[config.mk]
export PLATFORM = sky130hd
export DESIGN_NAME = des_key_schedule
export DESIGN_NICKNAME = d
export VERILOG_FILES = /design/src/rtl/des_key_schedule.sv
export SDC_FILE = /design/constraint.sdc
export NUM_CORES = 1
export LEC_CHECK = 0
export CORE_MARGIN = 8
export CORE_UTILIZATION = 45
export DETAILED_ROUTE_END_ITERATION = 8
export PLACE_DENSITY = 0.72
export SLEW_MARGIN = 20
export SYNTH_ARGS = -nofsm -noshare
export SYNTH_HDL_FRONTEND = slang
export SYNTH_SLANG_ARGS = --single-unit
export TNS_END_PERCENT = 100
[constraint.sdc]
create_clock -name clk -period 2.7 [get_ports clk]
set_input_delay 0.405 -clock clk [delete_from_list [all_inputs] [get_ports clk]]
set_output_delay 0.405 -clock clk [all_outputs]
set_load 0.05 [all_outputs]
[src/rtl/des_key_schedule.sv]
// Sequential DES round-key generator: PC-1 on load, per-round C/D rotation,
// PC-2 presented combinationally from the C/D registers.
module des_key_schedule (
  input  logic        clk,
  input  logic        rst,
  input  logic        load,
  input  logic [63:0] key,
  input  logic        decrypt,
  input  logic        advance,
  output logic [47:0] subkey,
  output logic [3:0]  round,
  output logic        valid,
  output logic        last
);

  // Tables hold FIPS 46-3 bit numbers (1 = MSB of the source vector).
  localparam int PC1 [56] = '{
    57, 49, 41, 33, 25, 17,  9,  1, 58, 50, 42, 34, 26, 18,
    10,  2, 59, 51, 43, 35, 27, 19, 11,  3, 60, 52, 44, 36,
    63, 55, 47, 39, 31, 23, 15,  7, 62, 54, 46, 38, 30, 22,
    14,  6, 61, 53, 45, 37, 29, 21, 13,  5, 28, 20, 12,  4
  };
  localparam int PC2 [48] = '{
    14, 17, 11, 24,  1,  5,  3, 28, 15,  6, 21, 10,
    23, 19, 12,  4, 26,  8, 16,  7, 27, 20, 13,  2,
    41, 52, 31, 37, 47, 55, 30, 40, 51, 45, 33, 48,
    44, 49, 39, 56, 34, 53, 46, 42, 50, 36, 29, 32
  };

  logic [27:0] r_c;
  logic [27:0] r_d;
  logic [3:0]  r_round;
  logic        r_mode;   // 1 = decrypt order (K16 first)
  logic        r_valid;

  logic [55:0] w_pc1;
  logic [55:0] w_cd;
  logic [47:0] w_subkey;
  logic [4:0]  w_keynum;
  logic        w_shift_one;
  logic [27:0] w_c_next;
  logic [27:0] w_d_next;

  function automatic logic [27:0] rot(input logic [27:0] x, input logic right,
                                      input logic one);
    logic [27:0] y;
    if (right) y = one ? {x[0], x[27:1]}   : {x[1:0], x[27:2]};
    else       y = one ? {x[26:0], x[27]}  : {x[25:0], x[27:26]};
    return y;
  endfunction

  for (genvar i = 0; i < 56; i++) begin : g_pc1
    assign w_pc1[55-i] = key[64-PC1[i]];
  end

  assign w_cd = {r_c, r_d};
  for (genvar j = 0; j < 48; j++) begin : g_pc2
    assign w_subkey[47-j] = w_cd[56-PC2[j]];
  end

  // Encrypt rotates toward the next key number; decrypt undoes the current one.
  assign w_keynum    = r_mode ? (5'd16 - {1'b0, r_round}) : ({1'b0, r_round} + 5'd2);
  assign w_shift_one = (w_keynum == 5'd1) || (w_keynum == 5'd2) ||
                       (w_keynum == 5'd9) || (w_keynum == 5'd16);
  assign w_c_next    = rot(r_c, r_mode, w_shift_one);
  assign w_d_next    = rot(r_d, r_mode, w_shift_one);

  always_ff @(posedge clk or posedge rst) begin
    if (rst) begin
      r_c     <= '0;
      r_d     <= '0;
      r_round <= '0;
      r_mode  <= 1'b0;
      r_valid <= 1'b0;
    end else if (load) begin
      r_mode  <= decrypt;
      r_valid <= 1'b1;
      r_round <= '0;
      if (decrypt) begin
        r_c <= w_pc1[55:28];
        r_d <= w_pc1[27:0];
      end else begin
        r_c <= rot(w_pc1[55:28], 1'b0, 1'b1);
        r_d <= rot(w_pc1[27:0], 1'b0, 1'b1);
      end
    end else if (advance && r_valid) begin
      if (r_round == 4'd15) begin
        r_valid <= 1'b0;
        r_round <= '0;
      end else begin
        r_round <= r_round + 4'd1;
        r_c     <= w_c_next;
        r_d     <= w_d_next;
      end
    end
  end

  assign subkey = w_subkey;
  assign round  = r_round;
  assign valid  = r_valid;
  assign last   = r_valid && (r_round == 4'd15);

endmodule

### Word-level counts from Yosys, hierarchy flattened

Index checks and enable logic that the tools add are counted.
W data, S select, Z words.

| storage, ports and cells | value |
|---|---|
| memories | 0 |
| logic and storage cells | 44 |
| input port bits | 69 |
| output and inout bits | 54 |
| register bits after elaboration | 62 |
| RAM bits | 0 |
| latch bits | 0 |
| memory bits (read-only) | 0 |

| cells by class | value |
|---|---|
| bitwise logic cells | 0 |
| reductions and logical operators | 9 |
| shifts and indexed selects | 0 |
| mux-type cells | 21 |
| magnitude comparators | 0 |
| divide/modulo/power cells | 0 |
| eq/ne operators | 6 |
| $mul | 0 |
| add/sub/neg operators | 3 |

Operators by type and width:

| kind | count |
|---|---|
| $mux W28 | 14 |
| $mux W4 | 3 |
| $add A4 B2 Y5 const B | 1 |
| $eq A5 B1 Y1 const B | 1 |
| $eq A5 B2 Y1 const B | 1 |
| $eq A5 B4 Y1 const B | 1 |
| $eq A5 B5 Y1 const B | 1 |
| $mux W5 | 1 |
| $sub A5 B4 Y5 const A | 1 |
| $add A4 B1 Y4 const B | 1 |
| $eq A4 B4 Y1 const B | 1 |
| $reduce_and A2 Y1 | 2 |
| $reduce_bool A2 Y1 | 2 |
| $logic_or A1 B1 Y1 | 3 |
| $mux W1 | 3 |
| $logic_and A1 B1 Y1 | 2 |
| $ne A2 B2 Y1 const B | 1 |

### Logic depth before layout (Yosys ltp)

| logic depth | value |
|---|---|
| depth in word-level cells | 11 |
| depth in mapped cells | 10 |
| depth with buffers taken out | 8 |

### Worst setup path before layout

OpenSTA, ideal clock, no wires.

| path | value |
|---|---|
| path type | register -> register |
| start | register r_round[0] (netlist: round[0]) |
| end | register r_c[27] |
| stages on the path, launching flop included | 11 |
| required time | 2566 ps |
| path slack | -130 ps |
| arrival time | 2697 ps |
| clock period less this slack | 2830 ps |
| path through | dfrtp_1 -> buf_2 -> inv_1 -> ha_1 -> nor2b_1 -> o21ai_1 -> o2111ai_4 -> and2_1 -> buf_2 -> a221oi_1 -> a31oi_1 |

| on the way | value |
|---|---|
| word-level cells in the longest chain between the ends | 11 |
| elaborated cells on any way between the ends | 19 |
| those cells by class | 2 x add/sub; 6 x eq/ne; 7 x mux; 4 x reduce/logical |

Ends and longest elaborated chain:

| element | line | RTL |
|---|---|---|
| start, declared | 32 | `logic [3:0] r_round;` |
| start signal, assigned | 91 | `r_round <= r_round + 4'd1;` |
| $sub A5 B4 Y5 or $add A4 B2 Y5 (tied branches) | 62 | `assign w_keynum = r_mode ? (5'd16 - {1'b0, r_round}) : ({1'b0, r_round} + 5'd2);` |
| $mux W5 | 62 |  |
| $eq A5 B1 Y1 or $eq A5 B2 Y1 (tied branches) | 63 | `assign w_shift_one = (w_keynum == 5'd1) \|\| (w_keynum == 5'd2) \|\|` |
| $logic_or A1 B1 Y1 (2 in series) | 63 |  |
| $logic_or A1 B1 Y1 | 64 | `(w_keynum == 5'd9) \|\| (w_keynum == 5'd16);` |
| $mux W28, on equally long branches | 48, 47 |  |
| $mux W28 | 47 | `if (right) y = one ? {x[0], x[27:1]} : {x[1:0], x[27:2]};` |
| $mux W28 | 87 | `if (r_round == 4'd15) begin` |
| $mux W28 | 86 | `end else if (advance && r_valid) begin` |
| $mux W28 | 75 | `end else if (load) begin` |
| end signal, assigned | 80 | `r_c <= w_pc1[55:28];` |
| end signal, assigned | 83 | `r_c <= rot(w_pc1[55:28], 1'b0, 1'b1);` |
| end signal, assigned | 92 | `r_c <= w_c_next;` |
| end, declared | 30 | `logic [27:0] r_c;` |

Several ways; a longest one is shown, not always the timed one. The select of a mux whose other input is x is not followed.
A chain may end at the register's enable or synchronous reset.

### Worst setup path in the final report

| path | value |
|---|---|
| start | register r_round[2] (netlist: round[2]) |
| end | register r_d[2] |

| on the way | value |
|---|---|
| word-level cells in the longest chain between the ends | 11 |
| elaborated cells on any way between the ends | 19 |
| those cells by class | 2 x add/sub; 6 x eq/ne; 7 x mux; 4 x reduce/logical |

Ends and longest elaborated chain:

| element | line | RTL |
|---|---|---|
| $sub A5 B4 Y5 or $add A4 B2 Y5 (tied branches) | 62 |  |
| $mux W5 | 62 |  |
| $eq A5 B1 Y1 or $eq A5 B2 Y1 (tied branches) | 63 |  |
| $logic_or A1 B1 Y1 (2 in series) | 63 |  |
| $logic_or A1 B1 Y1 | 64 |  |
| $mux W28, on equally long branches | 48, 47 |  |
| $mux W28 | 47 |  |
| $mux W28 | 87 |  |
| $mux W28 | 86 |  |
| $mux W28 | 75 |  |
| end signal, assigned | 81 | `r_d <= w_pc1[27:0];` |
| end signal, assigned | 84 | `r_d <= rot(w_pc1[27:0], 1'b0, 1'b1);` |
| end signal, assigned | 93 | `r_d <= w_d_next;` |
| end, declared | 31 | `logic [27:0] r_d;` |

Several ways; a longest one is shown, not always the timed one. The select of a mux whose other input is x is not followed.

==> impl_metrics.json <==
{
  "status": "finished, final reports clean",
  "h-tree-depth": 3,
  "holdCritPathClass": "primary input to async pin",
  "grt_max_degree": 54,
  "critical_path_class": "register to register",
  "detail_route.wl_per_cell_um": 18.07,
  "ff2ff_path_depth": 8,
  "layout-drive-gt1-share": 0.1857,
  "hold_viol": 0,
  "grt_usage": 0.1921,
  "io_buffers": 114,
  "area_delta_synth_final_pct": 22.01,
  "worstPathRequired_ns": 2.94,
  "fp.dieH_um": 129.2,
  "synth_edf_count": 0,
  "regToRegSetupSlack_ns": 0.22,
  "fin_skew_ns": 0.006760,
  "die_w_um": 129.2,
  "start_util": 0.4587,
  "cp-start-kind": "register",
  "leakage_nw": 2.940,
  "antenna_found_initial": 0,
  "layout.nets": 795,
  "insertion_delay_ns": 0.33,
  "grt_pass1_wl_mm": 26.43,
  "drt_first_iter_violations": 624,
  "avgSynthCellArea_sq_um": 8.592,
  "postCtsSetupBuffers": 0,
  "cts-resized-gates": 0,
  "io_pins": 123,
  "hpwl_mm": 11.18,
  "seq_area_frac_synth": 0.2691,
  "endpoint_kind": "register",
  "arrival_ns": 2.72,
  "rows": 41,
  "slew_viol_final": 0,
  "synth_area_sq_um": 5766,
  "yosysWarnings": 0,
  "first_pass_iters": 5,
  "drt-vias-per-instance": 5.998,
  "utilization": 0.5597,
  "ant_nets": 0,
  "setup_violations": 0,
  "ys.flop_type": "dfrtp_1",
  "tightestPinTransition_ns": 0.7073,
  "r2r_end": "r_d[2]$_DFFE_PP0P_",
  "tritoncts": "done",
  "period_share": 0.9181,
  "reg2reg_from": "round[2]$_DFFE_PP0P_",
  "core_area_sq_um": 12570,
  "drc": 0,
  "syn-num-nets": 744,
  "path_clk_slew_ns": 0.05,
  "ys_ff_latch": 62,
  "max_slew_margin": 0.5274,
  "num_antenna_cells": 0,
  "cts_sinks": 62,
  "gp_congestion": 0.8224,
  "cts_root_buffer": "clkbuf_16",
  "cts-buffers-inserted": 9,
  "synthDistinctLibCells": 46,
  "dr_total_vias": 5392,
  "grt_overflow": 0,
  "postSynthCellCount": 671,
  "fmax_mhz": 403.4,
  "ctsHoldBuffers": 0,
  "totalWireLength_mm": 16.25,
  "maxCapViolCount": 0,
  "tns_ns": 0,
  "fin_crit_ns": 2.479,
  "crit_fanout": 24,
  "async_reset_ff_frac": 1.000,
  "clockBufferDepth": 2,
  "die_area_sq_um": 16690,
  "grt_pass1_vias": 5313,
  "ir_drop_mv": 0.3025,
  "power.density_nw_per_um2": 660.2
}
where the power goes:
group          internal [mW]  switching (mW)  leakage [nW]
clock network          0.708           0.410         0.143
registers               1.10           0.353         0.724
logic                  0.864            1.21          2.07
kinds of logic after synthesis:
| group | count (synthesis) | share of synthesized area |
|---|---|---|
| AO/OA/AOI/OAI | 186 | 0.2472 |
| multiplexers | 110 | 0.2033 |
| flip-flops | 62 | 0.2691 |
| AND/OR/NAND/NOR | 203 | 0.1489 |
| XOR/XNOR | 1 | 0.001519 |
| adder cells (fa/ha/maj) | 4 | 0.008681 |
| buffers and inverters | 105 | 0.1213 |
final cells by class:
type                    instances  area, sq um
clock buffers                  11        232.7
well taps                     172        215.2
fillers                      1133         5534
flip-flops and latches         62         1553
inverters                       4        15.01
multi-input cells             505         3537
clock inverters                 5        50.05
repair buffers                140         1431
per-stage QoR:
stage               instances  area (sq um)  hold slack [ns]  worst slack (ns)  total power, mW
floorplan                 671          5767           0.5708           0.03278            3.070
global placement          881          6711           0.5387          -0.05600            3.461
detailed placement        882          6739           0.5651            0.1773            3.516
CTS                       898          7022           0.5279            0.1751            4.638
global route              899          7034           0.5389         -0.002019            4.868
finish                    899          7034           0.4971            0.2211            4.644
critical path, stage by stage (launching register included):
cell and delay (ns):
dfrtp_1 0.43, ha_1 0.27, nor3_2 0.06, a311oi_2 0.40
a2111oi_4 0.12, nor2_4 0.56, buf_16 0.26, a221oi_1 0.11
o22ai_1 0.18
synth_stat cells (2+ instances only):
cell type / count / area share
ha_1: 4 / 0.0087
o22ai_1: 45 / 0.049
mux2i_1: 53 / 0.092
dfrtp_1: 62 / 0.27
buf_4: 49 / 0.064
buf_1: 4 / 0.0026
buf_12: 5 / 0.017
buf_2: 8 / 0.0069
nor2_1: 64 / 0.042
nor2b_1: 2 / 0.0022
nand3_1: 3 / 0.0026
a31oi_1: 2 / 0.0022
and2_1: 2 / 0.0022
a21o_1: 4 / 0.0052
inv_1: 4 / 0.0026
mux2_2: 56 / 0.11
or2_2: 2 / 0.0022
a221oi_2: 10 / 0.026
buf_6: 4 / 0.0078
clkbuf_1: 31 / 0.020
nand2_1: 117 / 0.076
o22ai_2: 10 / 0.022
nand2b_1: 3 / 0.0033
a221oi_1: 45 / 0.068
a21oi_1: 4 / 0.0035
o21ai_0: 58 / 0.050
how the worst max path moves through the flow:
| stage | startpoint | cells after the start | end |
|---|---|---|---|
| floorplan | round[0]$_DFFE_PP0P_ | 10 | r_c[27]$_DFFE_PP0P_ |
| global placement | round[2]$_DFFE_PP0P_ | 7 | r_c[18]$_DFFE_PP0P_ |
| detailed placement | round[1]$_DFFE_PP0P_ | 8 | r_c[27]$_DFFE_PP0P_ |
| CTS | round[1]$_DFFE_PP0P_ | 8 | r_c[27]$_DFFE_PP0P_ |
| global route | round[1]$_DFFE_PP0P_ | 8 | r_c[27]$_DFFE_PP0P_ |
| finish | round[2]$_DFFE_PP0P_ | 8 | r_d[2]$_DFFE_PP0P_ |
routing by layer:
metal | wire length, um | share of wire | vias up | GRT usage
li1 | - | - | 2525 | -
met1 | 6947 | 0.43 | 2625 | 0.2438
met2 | 7958 | 0.49 | 214 | 0.3162
met3 | 1035 | 0.064 | 28 | 0.03533
met4 | 309 | 0.019 | 0 | 0.07533
met5 | 0 | 0 | - | 0
cell usage in the layout, fill, tap and decap left out, types with 2 or more instances in the layout:
master	n
a31oi_1	2
inv_1	3
a21oi_1	4
buf_2	2
o22ai_1	45
dfrtp_1	61
a221oi_2	10
nand2b_1	3
ha_1	4
clkbuf_1	2
buf_12	7
nand3_1	3
clkinv_2	4
o21ai_0	58
a21o_1	4
o22ai_2	10
a221oi_1	45
clkdlybuf4s50_1	111
mux2_2	56
nor2_1	64
clkbuf_16	9
mux2i_1	53
nand2_1	117
buf_4	19
sequential cells by signal, summed over array words and instances (netlist names):
signal / flops
r_d: 28
round: 4
r_c: 28
valid: 1
r_mode: 1
Power figures use the tool's default switching activity.
